<file path="src/rtl/r_exec_ctrl.sv">
// rtl/r_exec_ctrl.sv - multi-cycle R-type execute/writeback controller (IDLE->ID->EX->WB)
// Optional macro R_EXEC_SHIFT_EN adds SLL/SRL/SRA; otherwise those functs are illegal.
module r_exec_ctrl #(
    parameter int DATA_W = 32,
    parameter int ADDR_W = 5
) (
    input  logic              clka,
    input  logic              rsta,
    input  logic              inst_valid,
    output logic              inst_ready,
    input  logic [31:0]       inst,
    output logic [ADDR_W-1:0] raddra,
    output logic [ADDR_W-1:0] raddrb,
    input  logic [DATA_W-1:0] douta,
    input  logic [DATA_W-1:0] doutb,
    output logic              wea,
    output logic [ADDR_W-1:0] waddra,
    output logic [DATA_W-1:0] dina,
    output logic              zf,
    output logic              of,
    output logic              illegal
);

    typedef enum logic [1:0] {S_IDLE, S_ID, S_EX, S_WB} state_t;

    localparam logic [5:0] F_ADD = 6'h20;
    localparam logic [5:0] F_SUB = 6'h22;
    localparam logic [5:0] F_AND = 6'h24;
    localparam logic [5:0] F_OR  = 6'h25;
    localparam logic [5:0] F_XOR = 6'h26;
    localparam logic [5:0] F_NOR = 6'h27;
    localparam logic [5:0] F_SLT = 6'h2A;

    state_t            state;
    logic [5:0]        op_r;
    logic [5:0]        funct_r;
    logic [DATA_W-1:0] op_a;
    logic [DATA_W-1:0] op_b;
    logic              legal_r;

    logic              is_legal;
    logic [DATA_W-1:0] alu_res;
    logic              alu_of;
    logic [DATA_W-1:0] sum;
    logic [DATA_W-1:0] diff;

`ifdef R_EXEC_SHIFT_EN
    logic [4:0]        shamt_r;
`else
    logic              unused_shamt;
    assign unused_shamt = ^inst[10:6];
`endif

    assign inst_ready = (state == S_IDLE) && !rsta;
    assign sum        = op_a + op_b;
    assign diff       = op_a - op_b;

    always_comb begin
        is_legal = 1'b0;
        if (op_r == 6'd0) begin
            case (funct_r)
                F_ADD, F_SUB, F_AND, F_OR, F_XOR, F_NOR, F_SLT: is_legal = 1'b1;
`ifdef R_EXEC_SHIFT_EN
                6'h00, 6'h02, 6'h03:                            is_legal = 1'b1;
`endif
                default:                                        is_legal = 1'b0;
            endcase
        end
    end

    // Overflow: operands agree in sign (ADD) or differ (SUB) and the result sign flips from a.
    always_comb begin
        alu_res = '0;
        alu_of  = 1'b0;
        case (funct_r)
            F_ADD: begin
                alu_res = sum;
                alu_of  = (op_a[DATA_W-1] == op_b[DATA_W-1]) && (sum[DATA_W-1] != op_a[DATA_W-1]);
            end
            F_SUB: begin
                alu_res = diff;
                alu_of  = (op_a[DATA_W-1] != op_b[DATA_W-1]) && (diff[DATA_W-1] != op_a[DATA_W-1]);
            end
            F_AND: alu_res = op_a & op_b;
            F_OR:  alu_res = op_a | op_b;
            F_XOR: alu_res = op_a ^ op_b;
            F_NOR: alu_res = ~(op_a | op_b);
            F_SLT: alu_res = {{(DATA_W-1){1'b0}}, ($signed(op_a) < $signed(op_b))};
`ifdef R_EXEC_SHIFT_EN
            6'h00: alu_res = op_b << shamt_r;
            6'h02: alu_res = op_b >> shamt_r;
            6'h03: alu_res = $unsigned($signed(op_b) >>> shamt_r);
`endif
            default: alu_res = '0;
        endcase
    end

    always_ff @(posedge clka or posedge rsta) begin
        if (rsta) begin
            state   <= S_IDLE;
            op_r    <= '0;
            funct_r <= '0;
            op_a    <= '0;
            op_b    <= '0;
            legal_r <= 1'b0;
            raddra  <= '0;
            raddrb  <= '0;
            waddra  <= '0;
            dina    <= '0;
            wea     <= 1'b0;
            illegal <= 1'b0;
            zf      <= 1'b0;
            of      <= 1'b0;
`ifdef R_EXEC_SHIFT_EN
            shamt_r <= '0;
`endif
        end else begin
            case (state)
                S_IDLE: begin
                    wea     <= 1'b0;
                    illegal <= 1'b0;
                    if (inst_valid) begin
                        op_r    <= inst[31:26];
                        raddra  <= inst[25:21];
                        raddrb  <= inst[20:16];
                        waddra  <= inst[15:11];
                        funct_r <= inst[5:0];
`ifdef R_EXEC_SHIFT_EN
                        shamt_r <= inst[10:6];
`endif
                        state   <= S_ID;
                    end
                end
                S_ID: begin
                    op_a    <= douta;
                    op_b    <= doutb;
                    legal_r <= is_legal;
                    state   <= S_EX;
                end
                S_EX: begin
                    // Flags and write data only move for legal instructions.
                    if (legal_r) begin
                        dina <= alu_res;
                        zf   <= (alu_res == '0);
                        of   <= alu_of;
                        wea  <= 1'b1;
                    end else begin
                        illegal <= 1'b1;
                    end
                    state <= S_WB;
                end
                S_WB: begin
                    wea     <= 1'b0;
                    illegal <= 1'b0;
                    state   <= S_IDLE;
                end
                default: state <= S_IDLE;
            endcase
        end
    end

endmodule

</file>
<file path="config.mk">
export PLATFORM = sky130hd
export DESIGN_NAME = r_exec_ctrl
export DESIGN_NICKNAME = d
export VERILOG_FILES = /design/src/rtl/r_exec_ctrl.sv
export SDC_FILE = /design/constraint.sdc
export NUM_CORES = 1
export LEC_CHECK = 0
export ABC_AREA = 1
export BUFFER_PORTS_ARGS = -buffer_cell sky130_fd_sc_hd__buf_2
export CAP_MARGIN = 20
export CELL_PAD_IN_SITES_DETAIL_PLACEMENT = 1
export CELL_PAD_IN_SITES_GLOBAL_PLACEMENT = 2
export CORE_AREA = 2 2 187 189
export CTS_BUF_LIST = sky130_fd_sc_hd__clkbuf_4 sky130_fd_sc_hd__clkbuf_8
export CTS_CLUSTER_SIZE = 8
export DETAILED_ROUTE_END_ITERATION = 8
export DIE_AREA = 0 0 189 191
export MAX_ROUTING_LAYER = met4
export PLACE_DENSITY_LB_ADDON = 0.25
export SLEW_MARGIN = 20
export SYNTH_ARGS = -nofsm -noshare
export SYNTH_HDL_FRONTEND = slang
export SYNTH_SLANG_ARGS = --single-unit
</file>
<file path="constraint.sdc">
create_clock -name clka -period 7.45 [get_ports clka]
set_input_delay 1.8625 -clock clka [delete_from_list [all_inputs] [get_ports clka]]
set_output_delay 1.8625 -clock clka [all_outputs]
set_load 0.1 [all_outputs]
</file>
==> load_flow_metrics.sql <==
INSERT INTO impl_metrics (metric_group, metric, value, unit) VALUES
('timing', 'final-hold-violation-count', '0', ''),
('timing', 'total_negative_setup_slacks', '0', 'ns'),
('cells_and_area', 'fillers', '4606', ''),
('worst_hold_path', 'timing.hold.worst.class', 'flip-flop to flip-flop', ''),
('global_route', 'met1_usage', '37.1', '%'),
('clock_tree', 'cts_htree_levels', '4', ''),
('place', 'finalWeightedCongestion', '0.922', ''),
('global_route', 'grtUsageTotal', '27.4', '%'),
('routing', 'drt_first_pass_iters', '5', ''),
('pwr', 'ir_drop', '0.000380', 'V'),
('cells_and_area', 'finish.net_count', '2190', ''),
('logic_synthesis', 'netlist-cell-type-count', '42', ''),
('routing', 'via_per_inst', '5.00', ''),
('global_route', 'first_global_vias', '12500', ''),
('logic_synthesis', 'syn-cell-area', '0.0118', 'sq mm'),
('die', 'die_w', '189', 'microns'),
('worst_hold_path', 'worstHoldEndpoint', 'dina[16]', ''),
('global_route', 'gr-usage-met3', '4.66', '%'),
('timing', 'timing.final.ws_setup', '3.08', 'ns'),
('timing', 'rsz_0062_raised_after_global_routing', 'false', ''),
('critical_path', 'regToRegSetupSlack', '4.12', 'ns'),
('place', 'placed_area', '0.0129', 'sq mm'),
('logic_synthesis', 'synth_flop_cell', 'sky130_fd_sc_hd__dfrtp_1', ''),
('timing', 'holdWs', '0.480', 'ns'),
('outcome', 'result_of_the_run', 'finished, final reports clean', ''),
('timing', 'clock.fmax', '229', 'MHz'),
('critical_path', 'cp_data_arrival_time', '2.51', 'ns'),
('logic_synthesis', 'synth.net_count', '2079', ''),
('clock_tree', 'number_of_buffers_inserted_during_clock_tree_synthesis', '17', ''),
('routing', 'vias', '12200', ''),
('routing', 'detail_route.iter0.violations', '712', ''),
('routing', 'routed_wirelength', '46900', 'microns'),
('die', 'fp.dieArea', '0.0361', 'sq mm'),
('critical_path', 'worstSetupPathType', 'input port to primary output', ''),
('die', 'initial_utilization', '34.6', '%'),
('routing', 'residual_drc_count', '0', ''),
('place', 'dp_slack', '3.08', 'ns'),
('pwr', 'leakage', '7.44', 'nW'),
('critical_path', 'r2r_cells', '19', ''),
('timing', 'fin_crit', '4.37', 'ns'),
('die', 'core.rowCount', '68', ''),
('logic_synthesis', 'postSynthCellCount', '1869', ''),
('global_route', 'global_route.peak_usage_layer', 'met2', ''),
('logic_synthesis', 'synthArstFlopShare', '100', '%'),
('logic_synthesis', 'synth.avg_cell_area', '6.32', 'sq um'),
('critical_path', 'crit-reg2reg-launch', 'op_a[0]', ''),
('critical_path', 'crit_path_max_fanout', '2', ''),
('critical_path', 'worstPathRequired', '5.59', 'ns'),
('global_route', 'grt_first_pass_wirelength', '72700', 'microns'),
('worst_hold_path', 'min_path_cells', '2', ''),
('pwr', 'p_per_area', '518', 'mW/mm^2'),
('global_route', 'global_route.usage.met2', '42.7', '%'),
('critical_path', 'setup.worst_path.end_class', 'primary output', ''),
('cells_and_area', 'final_design_area_no_fill', '0.0133', 'sq mm'),
('clock_tree', 'insertion_delay', '0.55', 'ns'),
('global_route', 'antenna_found_initial', '1', ''),
('run', 'drv_cap', '0', ''),
('die', 'die_h', '191', 'microns'),
('clock_tree', 'clk_pin_slew_worst_paths', '0.08', 'ns'),
('cells_and_area', 'area_growth_syn_to_layout', '12.6', '%'),
('logic_synthesis', 'ffs_latches_synth', '130', ''),
('place', 'dpl.hpwl', '37300', 'microns'),
('die', 'io-pin-count', '151', ''),
('timing', 'drv_slew', '0', ''),
('clock_tree', 'cts_root_buffer', 'sky130_fd_sc_hd__clkbuf_8', ''),
('worst_hold_path', 'min-delay-start', 'dina[16]', ''),
('die', 'floorplan.core_area', '0.0341', 'sq mm'),
('cells_and_area', 'area.sequential', '0.00325', 'sq mm'),
('clock_tree', 'cts_tree', 'built', ''),
('place', 'place.port_buffers', '145', ''),
('critical_path', 'r2r_end', 'zf', '');
## power breakdown
part | leakage (nW) | switching [W] | internal, W | total, W
Clock | 0.224 | 0.000373 | 0.000352 | 0.000725
Combinational | 5.58 | 0.00369 | 0.00131 | 0.00501
Sequential | 1.63 | 0.000197 | 0.000962 | 0.00116
Total | 7.44 | 0.00426 | 0.00263 | 0.00689
## logic make-up after synthesis
group / count (synthesis) / synth area share (%)
and+or+nand+nor: 996 / 35.4
buffers and inverters: 371 / 12.6
AOI/OAI and AO/OA: 242 / 10.9
DFF: 130 / 27.5
adders and majority gates: 111 / 11.9
muxes: 18 / 1.72
xor gates and xnor gates: 1 / 0.0742
## synth_stat cells (4+ instances only)
library cell	n	area [sq um]
sky130_fd_sc_hd__o21ai_0	117	586
sky130_fd_sc_hd__a211oi_1	5	37.5
sky130_fd_sc_hd__buf_4	9	67.6
sky130_fd_sc_hd__o21bai_1	9	67.6
sky130_fd_sc_hd__inv_2	10	37.5
sky130_fd_sc_hd__mux2_2	18	203
sky130_fd_sc_hd__nand4_1	16	100
sky130_fd_sc_hd__a31oi_1	6	37.5
sky130_fd_sc_hd__nor3_1	10	50.1
sky130_fd_sc_hd__dfrtp_1	130	3250
sky130_fd_sc_hd__nand3_2	5	50.1
sky130_fd_sc_hd__nand3b_1	6	45.0
sky130_fd_sc_hd__a21oi_1	86	430
sky130_fd_sc_hd__nand3_1	145	726
sky130_fd_sc_hd__o22ai_1	10	62.6
sky130_fd_sc_hd__buf_2	18	90.1
sky130_fd_sc_hd__nand2_1	589	2210
sky130_fd_sc_hd__inv_1	300	1130
sky130_fd_sc_hd__nand2_2	16	100
sky130_fd_sc_hd__ha_1	109	1360
sky130_fd_sc_hd__buf_6	4	45.0
sky130_fd_sc_hd__clkbuf_1	24	90.1
sky130_fd_sc_hd__nor2_1	180	676
sky130_fd_sc_hd__nor2_2	12	75.1
sky130_fd_sc_hd__o21ai_1	4	20.0
sky130_fd_sc_hd__nor4_1	4	25.0
## per-stage QoR
step | power (W) | std cells | utilization, %
CTS | 0.00690 | 2448 | 39.0
finish | 0.00689 | 2448 | 39.0
global route | 0.00756 | 2448 | 39.0
global placement | 0.00604 | 2416 | 37.7
detailed placement | 0.00614 | 2416 | 37.7
floorplan | 0.00464 | 1869 | -
## cell type report
type | count | area share [%]
clock buffer | 18 | 1.86
multi-input combinational | 1368 | 53.3
timing repair buffer | 152 | 5.85
tap | 455 | 4.28
sequential | 130 | 24.5
clock inverter | 14 | 1.41
inverter | 311 | 8.82
## worst max-delay path by stage
stage	start	endpoint	slack, ns	cells after the start
4_1_cts	rsta	inst_ready	3.08	3
6_report	rsta	inst_ready	3.08	3
3_5_place_dp	rsta	inst_ready	3.08	3
5_1_grt	rsta	inst_ready	3.07	3
3_3_place_gp	rsta	inst_ready	3.07	3
2_1_floorplan	rsta	dina[0]	2.12	1
## flip-flops by register name, indices dropped and copies added, names as in the netlist, 2 cells and up
signal,count
op_r,6
funct_r,6
op_b,32
op_a,32
raddra,5
raddrb,5
state,2
waddra,5
dina,32
## cell usage in the layout, fill, tap and decap left out, types with 13 or more instances in the layout
master / n
sky130_fd_sc_hd__nand2_1: 589
sky130_fd_sc_hd__inv_1: 299
sky130_fd_sc_hd__nor2_1: 179
sky130_fd_sc_hd__nand3_1: 145
sky130_fd_sc_hd__buf_2: 145
sky130_fd_sc_hd__dfrtp_1: 130
sky130_fd_sc_hd__o21ai_0: 117
sky130_fd_sc_hd__ha_1: 108
sky130_fd_sc_hd__a21oi_1: 86
sky130_fd_sc_hd__mux2_2: 18
sky130_fd_sc_hd__clkbuf_8: 18
sky130_fd_sc_hd__nand2_2: 16
sky130_fd_sc_hd__nand4_1: 16
sky130_fd_sc_hd__nor2_2: 13
## routing by layer
layer / vias to the layer above / wire length [microns]
li1: 6044 / -
met1: 5888 / 23300
met2: 266 / 20700
met3: 30 / 2180
met4: 0 / 705
met5: - / 0
## worst max-delay path, cell delays in order
cell	delay, ns
sky130_fd_sc_hd__buf_2	0.13
sky130_fd_sc_hd__nor2_1	0.09
sky130_fd_sc_hd__buf_2	0.42
No activity file was read; power rests on OpenSTA's default activity.
